**src/rtl/pwl_activation.sv**
```systemverilog
// -----------------------------------------------------------------------------
// pwl_activation
//
// Pipelined, multi-lane piecewise-linear sigmoid / tanh unit.
//
// Both functions share one 7-region sigmoid approximation. Tanh is formed as
// 2*sigma(2x) - 1. Three register stages: argument prep, multiply, then
// add/finish. A single stall signal freezes every stage while the output is
// offered but not taken.
//
// Ports
//   clk        rising-edge clock
//   reset      synchronous, active-high reset
//   in_valid   input transaction valid
//   in_ready   unit can accept input this cycle
//   in_mode    0 = sigmoid, 1 = tanh
//   in_x       LANES packed signed operands, lane i at [i*WIDTH +: WIDTH]
//   out_valid  output transaction valid
//   out_ready  downstream accepts output
//   out_mode   mode carried with the transaction
//   out_y      LANES packed signed results, same Q format as in_x
//   busy       any stage holds a valid transaction
// -----------------------------------------------------------------------------
module pwl_activation #(
    parameter int INT_WIDTH  = 8,
    parameter int FRAC_WIDTH = 8,
    parameter int WIDTH      = INT_WIDTH + FRAC_WIDTH + 1,
    parameter int LANES      = 4
) (
    input  logic                     clk,
    input  logic                     reset,
    input  logic                     in_valid,
    output logic                     in_ready,
    input  logic                     in_mode,
    input  logic [LANES*WIDTH-1:0]   in_x,
    output logic                     out_valid,
    input  logic                     out_ready,
    output logic                     out_mode,
    output logic [LANES*WIDTH-1:0]   out_y,
    output logic                     busy
);

    typedef enum logic [2:0] {R0, R1, R2, R3, R4, R5, R6} region_e;

    // Fixed-point constants, truncated toward zero (all are positive).
    localparam longint ONE_L = 64'sd1 <<< FRAC_WIDTH;

    localparam logic signed [WIDTH-1:0] TH_5    = WIDTH'(5 * ONE_L);
    localparam logic signed [WIDTH-1:0] TH_2375 = WIDTH'((19 * ONE_L) / 8);
    localparam logic signed [WIDTH-1:0] TH_1    = WIDTH'(ONE_L);

    localparam logic signed [WIDTH-1:0] SL_OUTER = WIDTH'(ONE_L / 32);
    localparam logic signed [WIDTH-1:0] SL_MID   = WIDTH'(ONE_L / 8);
    localparam logic signed [WIDTH-1:0] SL_INNER = WIDTH'(ONE_L / 4);

    localparam logic signed [WIDTH+1:0] IC_R1 = (WIDTH+2)'((5 * ONE_L) / 32);
    localparam logic signed [WIDTH+1:0] IC_R2 = (WIDTH+2)'((3 * ONE_L) / 8);
    localparam logic signed [WIDTH+1:0] IC_R3 = (WIDTH+2)'(ONE_L / 2);
    localparam logic signed [WIDTH+1:0] IC_R4 = (WIDTH+2)'((5 * ONE_L) / 8);
    localparam logic signed [WIDTH+1:0] IC_R5 = (WIDTH+2)'((27 * ONE_L) / 32);
    localparam logic signed [WIDTH+1:0] IC_R6 = (WIDTH+2)'(ONE_L);

    localparam logic signed [WIDTH-1:0] S_MAX = {1'b0, {(WIDTH-1){1'b1}}};
    localparam logic signed [WIDTH-1:0] S_MIN = {1'b1, {(WIDTH-1){1'b0}}};
    localparam logic signed [WIDTH+1:0] Y_MAX = {3'b000, {(WIDTH-1){1'b1}}};
    localparam logic signed [WIDTH+1:0] Y_MIN = {3'b111, {(WIDTH-1){1'b0}}};

    // Shared per-stage control.
    logic v0_q, v1_q, v2_q;
    logic m0_q, m1_q, m2_q;
    logic stall;

    assign stall     = v2_q && !out_ready;
    assign in_ready  = !stall && !reset;
    assign out_valid = v2_q;
    assign out_mode  = m2_q;
    assign busy      = v0_q || v1_q || v2_q;

    // NOTE: sequential state uses non-blocking assignments so every stage
    // samples its predecessor's value from before the edge.
    always_ff @(posedge clk) begin
        if (reset) begin
            v0_q <= 1'b0;
            v1_q <= 1'b0;
            v2_q <= 1'b0;
            m0_q <= 1'b0;
            m1_q <= 1'b0;
            m2_q <= 1'b0;
        end else if (!stall) begin
            v0_q <= in_valid;
            m0_q <= in_mode;
            v1_q <= v0_q;
            m1_q <= m0_q;
            v2_q <= v1_q;
            if (v1_q) begin
                m2_q <= m1_q;
            end
        end
    end

    for (genvar g = 0; g < LANES; g++) begin : g_lane
        logic signed [WIDTH-1:0]   x;
        logic signed [WIDTH:0]     x2;
        logic signed [WIDTH-1:0]   u_d, u_q;
        region_e                   rg_d, rg0_q, rg1_q;
        logic signed [WIDTH-1:0]   slope;
        logic signed [2*WIDTH-1:0] u_ext, sl_ext, p_d, p_q, p_sh;
        logic signed [WIDTH+1:0]   icpt, s, y_wide;
        logic signed [WIDTH-1:0]   y_d, y_q;
        logic                      unused_p;

        assign x  = in_x[g*WIDTH +: WIDTH];
        assign x2 = {x, 1'b0};

        // Stage 0: argument prep and region select.
        // NOTE: every combinational output gets a default first, so no path
        // leaves it unassigned and no latch is inferred.
        always_comb begin
            u_d = x;
            if (in_mode) begin
                // Doubling overflowed when the two top bits disagree.
                if (x2[WIDTH] != x2[WIDTH-1]) begin
                    u_d = x2[WIDTH] ? S_MIN : S_MAX;
                end else begin
                    u_d = x2[WIDTH-1:0];
                end
            end
            rg_d = R6;
            if      (u_d <= -TH_5)    rg_d = R0;
            else if (u_d <= -TH_2375) rg_d = R1;
            else if (u_d <= -TH_1)    rg_d = R2;
            else if (u_d <= TH_1)     rg_d = R3;
            else if (u_d <= TH_2375)  rg_d = R4;
            else if (u_d <= TH_5)     rg_d = R5;
        end

        // Stage 1: multiply by the region slope at full double width.
        always_comb begin
            slope = '0;
            case (rg0_q)
                R1, R5:  slope = SL_OUTER;
                R2, R4:  slope = SL_MID;
                R3:      slope = SL_INNER;
                default: slope = '0;
            endcase
        end

        assign u_ext  = {{WIDTH{u_q[WIDTH-1]}}, u_q};
        assign sl_ext = {{WIDTH{slope[WIDTH-1]}}, slope};
        assign p_d    = u_ext * sl_ext;

        // Stage 2: floor-shift, add intercept, optional tanh remap, saturate.
        always_comb begin
            icpt = '0;
            case (rg1_q)
                R1:      icpt = IC_R1;
                R2:      icpt = IC_R2;
                R3:      icpt = IC_R3;
                R4:      icpt = IC_R4;
                R5:      icpt = IC_R5;
                R6:      icpt = IC_R6;
                default: icpt = '0;
            endcase
        end

        assign p_sh     = p_q >>> FRAC_WIDTH;
        assign unused_p = ^p_sh[2*WIDTH-1:WIDTH+2];
        assign s        = p_sh[WIDTH+1:0] + icpt;

        always_comb begin
            y_wide = s;
            if (m1_q) begin
                y_wide = {s[WIDTH:0], 1'b0} - IC_R6;
            end
            y_d = y_wide[WIDTH-1:0];
            if (y_wide > Y_MAX) begin
                y_d = S_MAX;
            end else if (y_wide < Y_MIN) begin
                y_d = S_MIN;
            end
        end

        // NOTE: the datapath registers carry no reset; the valid bits alone
        // decide whether their contents mean anything.
        always_ff @(posedge clk) begin
            if (!stall) begin
                u_q   <= u_d;
                rg0_q <= rg_d;
                p_q   <= p_d;
                rg1_q <= rg0_q;
            end
        end

        // The visible result is cleared on reset and only loads real data,
        // so out_y stays zero until the first transaction arrives.
        always_ff @(posedge clk) begin
            if (reset) begin
                y_q <= '0;
            end else if (!stall && v1_q) begin
                y_q <= y_d;
            end
        end

        assign out_y[g*WIDTH +: WIDTH] = y_q;
    end

endmodule
```
**config.mk**
```make
export PLATFORM = sky130hd
export DESIGN_NAME = pwl_activation
export DESIGN_NICKNAME = d
export VERILOG_FILES = /design/src/rtl/pwl_activation.sv
export SDC_FILE = /design/constraint.sdc
export NUM_CORES = 1
export LEC_CHECK = 0
export ABC_AREA = 1
export CAP_MARGIN = 20
export CORE_MARGIN = 2
export CORE_UTILIZATION = 45
export DETAILED_ROUTE_END_ITERATION = 12
export GPL_ROUTABILITY_DRIVEN = 0
export PLACE_DENSITY = 0.6
export SYNTH_ARGS = -nofsm -noshare
export SYNTH_HDL_FRONTEND = slang
export SYNTH_SLANG_ARGS = --single-unit
```
**constraint.sdc**
```tcl
create_clock -name clk -period 10.1 [get_ports clk]
set_input_delay 2.02 -clock clk [delete_from_list [all_inputs] [get_ports clk]]
set_output_delay 2.02 -clock clk [all_outputs]
set_load 0.02 [all_outputs]
```
Word level (Yosys, flattened, before mapping)
Cells that the tools add are included.

operators by class
  multipliers = 4
  reductions and logical operators = 25
  $add $sub $neg = 8
  shift-type cells = 0
  divide/modulo/power cells = 0
  multiplexer cells = 52
  equal/unequal tests = 48
  bitwise logic cells = 1
  order comparisons = 32

operators by type and width
  kind                     number
  $mux W17                 20
  $pmux W9 S6              4
  $le A17 B11 Y1 const B   8
  $le A17 B12 Y1 const B   8
  $mul A17 B8 Y25          4
  $pmux W7 S3              4
  $add A19 B9 Y19          4
  $gt A19 B17 Y1 const B   4
  $lt A19 B17 Y1 const B   4
  $mux W19                 4
  $sub A19 B9 Y19 const B  4
  $le A17 B10 Y1 const B   4
  $le A17 B9 Y1 const B    4
  $eq A3 B3 Y1 const B     20
  $eq A3 B2 Y1 const B     16
  $mux W2                  16
  $eq A3 B1 Y1 const B     8
  $reduce_or A2 Y1         12
  $reduce_or A4 Y1         4
  $mux W1                  4
  $ne A1 B1 Y1             4
  $logic_and A1 B1 Y1      3
  $logic_not A1 Y1         3
  $logic_or A1 B1 Y1       2
  other kinds (2)          2

storage, ports and cells
  ROM bits = 0
  word-level logic and storage cells = 204
  input bits = 73
  memories kept = 0
  latch bits = 0
  bits in writable memories = 0
  output and inout bits = 72
  register bits after elaboration = 274

Longest topological paths before layout
  depth after elaboration = 9
  gate-level depth with buffers = 28

Worst setup path before layout
Ideal clock, no wire load.

  path kind = input-to-reg
  from = input port out_ready
  to = register m0_q
  slack = 4264 ps
  stages on the path = 4
  setup time = 122 ps
  arrival time = 5714 ps
  buffers on the path = 0
  path through = nor2_1 -> inv_1 -> o21ai_0 -> a21oi_1

on the way
  word-level cells in the longest chain between the ends = 2

RTL lines
  element               line  text
  start, declared       37    input logic out_ready,
  $logic_not A1 Y1      73    assign stall = v2_q && !out_ready;
  $logic_and A1 B1 Y1   73
  end signal, assigned  91    m0_q <= in_mode;
  end, declared         70    logic m0_q, m1_q, m2_q;

No other way between the ends.
A chain may end at the register's enable or synchronous reset.

Worst setup path after layout
  from = input port out_ready
  to = output port in_ready

on the way
  word-level cells in the longest chain between the ends = 4

RTL lines
  element              line  text
  $logic_not A1 Y1     73
  $logic_and A1 B1 Y1  73
  $logic_not A1 Y1     74    assign in_ready = !stall && !reset;
  $logic_and A1 B1 Y1  74
  end, declared        33    output logic in_ready,

No other way between the ends.

==> flow_summary.ini <==
[outcome]
status = completed

[global_route]
grt_pass1_wl_mm = 84.17
first_global_vias = 18610
global_route.usage.total_pct = 18.44
gr-total-overflow = 0
number_of_antenna_violations_at_the_first_check_in_global_routing = 0
grt_max_degree = 77

[clock_tree]
cts.root.buffer_cell = clkbuf_16
cts-htree-levels = 1
buffer_count_from_post_cts_setup_fixing = 0
tritoncts.num_buffers = 29
clk_pin_slew_worst_paths_ps = 50
hold_buffers_post_cts = 0
cts_repair_resize_count = 0
clkSinkCount = 234
clock_latency_ps = 560
max_root_sink_buffers = 3
tritoncts = built

[worst_setup_path]
cpMaxStageDelayCell = nor2_1
cp.arrival_ps = 3690
cp.required_ps = 8080
path_delay_family = buffers and inverters
crit_path_max_incr_delay_ps = 580
timing.critical_path.buf_inv = 2
end_kind = primary output
critical_path_peak_fanout = 8
setup.worst_path.class = in -> out
timing.critical_path.cells = clkdlybuf4s50_1, nor2_1, nor2_1, clkdlybuf4s50_1
element_type_at_the_critical_path_start = primary input

[yosys]
main_combinational_cell_family_by_area_after_synthesis = adder cells
number_of_enable_type_register_cells_in_the_synthesized_netlist = 160
synth-warning-count = 0
ys_seq_area_share_pct = 27.23
synth_area_um2 = 23090
synth-xor-area-share_pct = 3.642
asyncSetResetFlopFracSynth_pct = 0
synth.lib_cells_used.distinct = 59
synth_simple_gate_area_share_pct = 22.04
avgSynthCellArea_um2 = 7.400
synth_flop_cell = edfxtp_1
postSynthCellCount = 3120
synthAdderAreaFrac_pct = 23.37
postSynthRegisterBits = 234
yosys-mux-area-fraction_pct = 0.3035
synth_compound_gate_area_share_pct = 11.57

[sta]
final_worst_path_period_need_ps = 5710
number_of_hold_slack_violations_in_the_final_timing_report = 0
worst-slew-pin-transition_ps = 836.1
fmax_mhz = 175.1
fin_tns_setup_ps = 0
max_slew_margin_pct = 44.06
grt_setup_unrepaired = false
timing.final.max_slew_violations = 0
post_route_clock_skew_ps = 8.883
final-setup-viol-count = 0
min_period_over_period_pct = 56.54
hold_ws_ps = 502.3

[floorplanning]
placeableCoreArea_um2 = 50990
floorplan.rows = 83
die_x_um = 230.5
design.die.area_um2 = 53130
initial_utilization_pct = 45.28
i_o_pins = 145
dieHeight_um = 230.5

[finish]
final_cell_mix = nand2_1 (661), inv_1 (628), ha_1 (316), nor2_1 (280), o21ai_0 (214)
area_growth_syn_to_layout_pct = 13.12
share_of_cells_above_drive_strength_1_pct = 4.047
post-route-util_pct = 51.22
n_antenna_cell = 0
nFillCells = 4825
mostFrequentLayoutCell = nand2_1
stdcell_count = 3942
number_of_nets_at_the_end_of_the_flow = 3701
layout.cell_area.non_filler_um2 = 26120

[route]
drt_iter0_markers = 957
drc_violation_count_after_routing = 0
vias = 19310
wl_mm = 49.16
routed_via_density = 4.899
detail-route-antenna-nets = 0
dr_wl_cell_um = 12.47
firstDrtPassIters = 7

[pwr]
vdd_drop_max_v = 0.0001402
leakagePower_nw = 13.73
cellPowerDensity_nw_per_um2 = 170.0

[run]
drv.max_cap_violation_count = 0

[placement]
place_area_um2 = 25120
dp_cells = 3888
detailedPlacementHpwl_mm = 39.08
port_buffers = 144

[min_path]
worstHoldPathType = reg -> reg
==> layout make-up <==
class                           count  area, um^2  area share (%)
Sequential cell                   234        6287           24.07
Inverter                          641        2411           9.232
Tap cell                          680       850.8           3.258
Clock inverter                      8       143.9          0.5510
Clock buffer                       45       835.8           3.200
Multi-Input combinational cell   2183       14090           53.94
Timing Repair Buffer              151        1501           5.749
==> final timing paths <==
check / slack, ps / depth (start not counted) / to / from
worst max register to register: 5300 / 24 / g_lane[3].p_q[25]$_DFFE_PN_ / g_lane[3].rg0_q[2]$_SDFFCE_PP0N_
worst max-delay path: 4390 / 4 / in_ready / out_ready
worst min register to register: 500 / 0 / g_lane[2].rg1_q[0]$_DFFE_PN_ / g_lane[2].rg0_q[0]$_SDFFCE_PP0N_
worst min-delay path: 500 / 0 / g_lane[2].rg1_q[0]$_DFFE_PN_ / g_lane[2].rg0_q[0]$_SDFFCE_PP0N_
==> metrics by stage <==
step	total power [mW]	worst slack, ps
after detailed placement	3.380	4368
after global routing	4.856	4285
final	4.441	4390
after global placement	3.358	4425
after CTS	4.489	4363
after floorplan	2.912	4264
==> Yosys cell counts, types with 5 or more instances <==
master | number | share of area [%]
o21ai_0 | 214 | 4.6
nor4_1 | 8 | 0.22
inv_2 | 6 | 0.098
ha_1 | 316 | 17
a21oi_1 | 178 | 3.9
o21ai_2 | 5 | 0.19
a31oi_1 | 11 | 0.30
xor2_1 | 67 | 2.5
nor3_1 | 34 | 0.74
or2_2 | 7 | 0.19
nand2_1 | 661 | 11
xnor2_1 | 29 | 1.1
clkbuf_1 | 44 | 0.72
nand3_1 | 135 | 2.9
a22oi_1 | 5 | 0.16
nand3_2 | 5 | 0.22
buf_6 | 8 | 0.39
edfxtp_1 | 160 | 21
buf_2 | 7 | 0.15
o31ai_1 | 5 | 0.16
clkinv_1 | 5 | 0.081
nor2_1 | 281 | 4.6
o21ai_1 | 8 | 0.17
o211ai_1 | 5 | 0.16
a21oi_2 | 13 | 0.49
fa_1 | 72 | 6.2
dfxtp_1 | 74 | 6.4
nand4_1 | 34 | 0.92
nand2_2 | 17 | 0.46
mux2i_1 | 7 | 0.30
nor2_2 | 6 | 0.16
a21oi_4 | 6 | 0.42
nand3b_1 | 9 | 0.29
inv_1 | 630 | 10
==> power breakdown <==
part	total (mW)	internal [mW]	switching (mW)	leakage, nW
sequential	1.38	1.25	0.126	2.35
clock	1.07	0.666	0.402	0.469
combinational	2.00	0.726	1.27	10.9
total	4.44	2.64	1.80	13.7
==> layer usage <==
layer,vias to the layer above,global-route usage (%),wire [um]
li1,10230,-,-
met1,8687,23.94,22940
met2,328,32.56,23190
met3,64,2.384,1944
met4,0,4.274,1083
met5,-,0,0
==> kinds of logic (layout without fill, tap and decap cells) <==
family,Yosys count,in the layout
simple gates,1210,1210
buf+inv,706,845
compound gates,478,478
fa+ha+maj,388,388
flops,234,234
xor+xnor,96,96
mux,7,7
other cells,1,4
==> registers in the layout, indices dropped and copies added, names as in the netlist <==
signal and count:
m1_q 1, g_lane.rg0_q 12, g_lane.u_q 68, out_valid 1, out_mode 1, g_lane.p_q 68, v1_q 1, v0_q 1
m0_q 1, g_lane.y_q 68, g_lane.rg1_q 12
(Power assumes the default switching activity.)
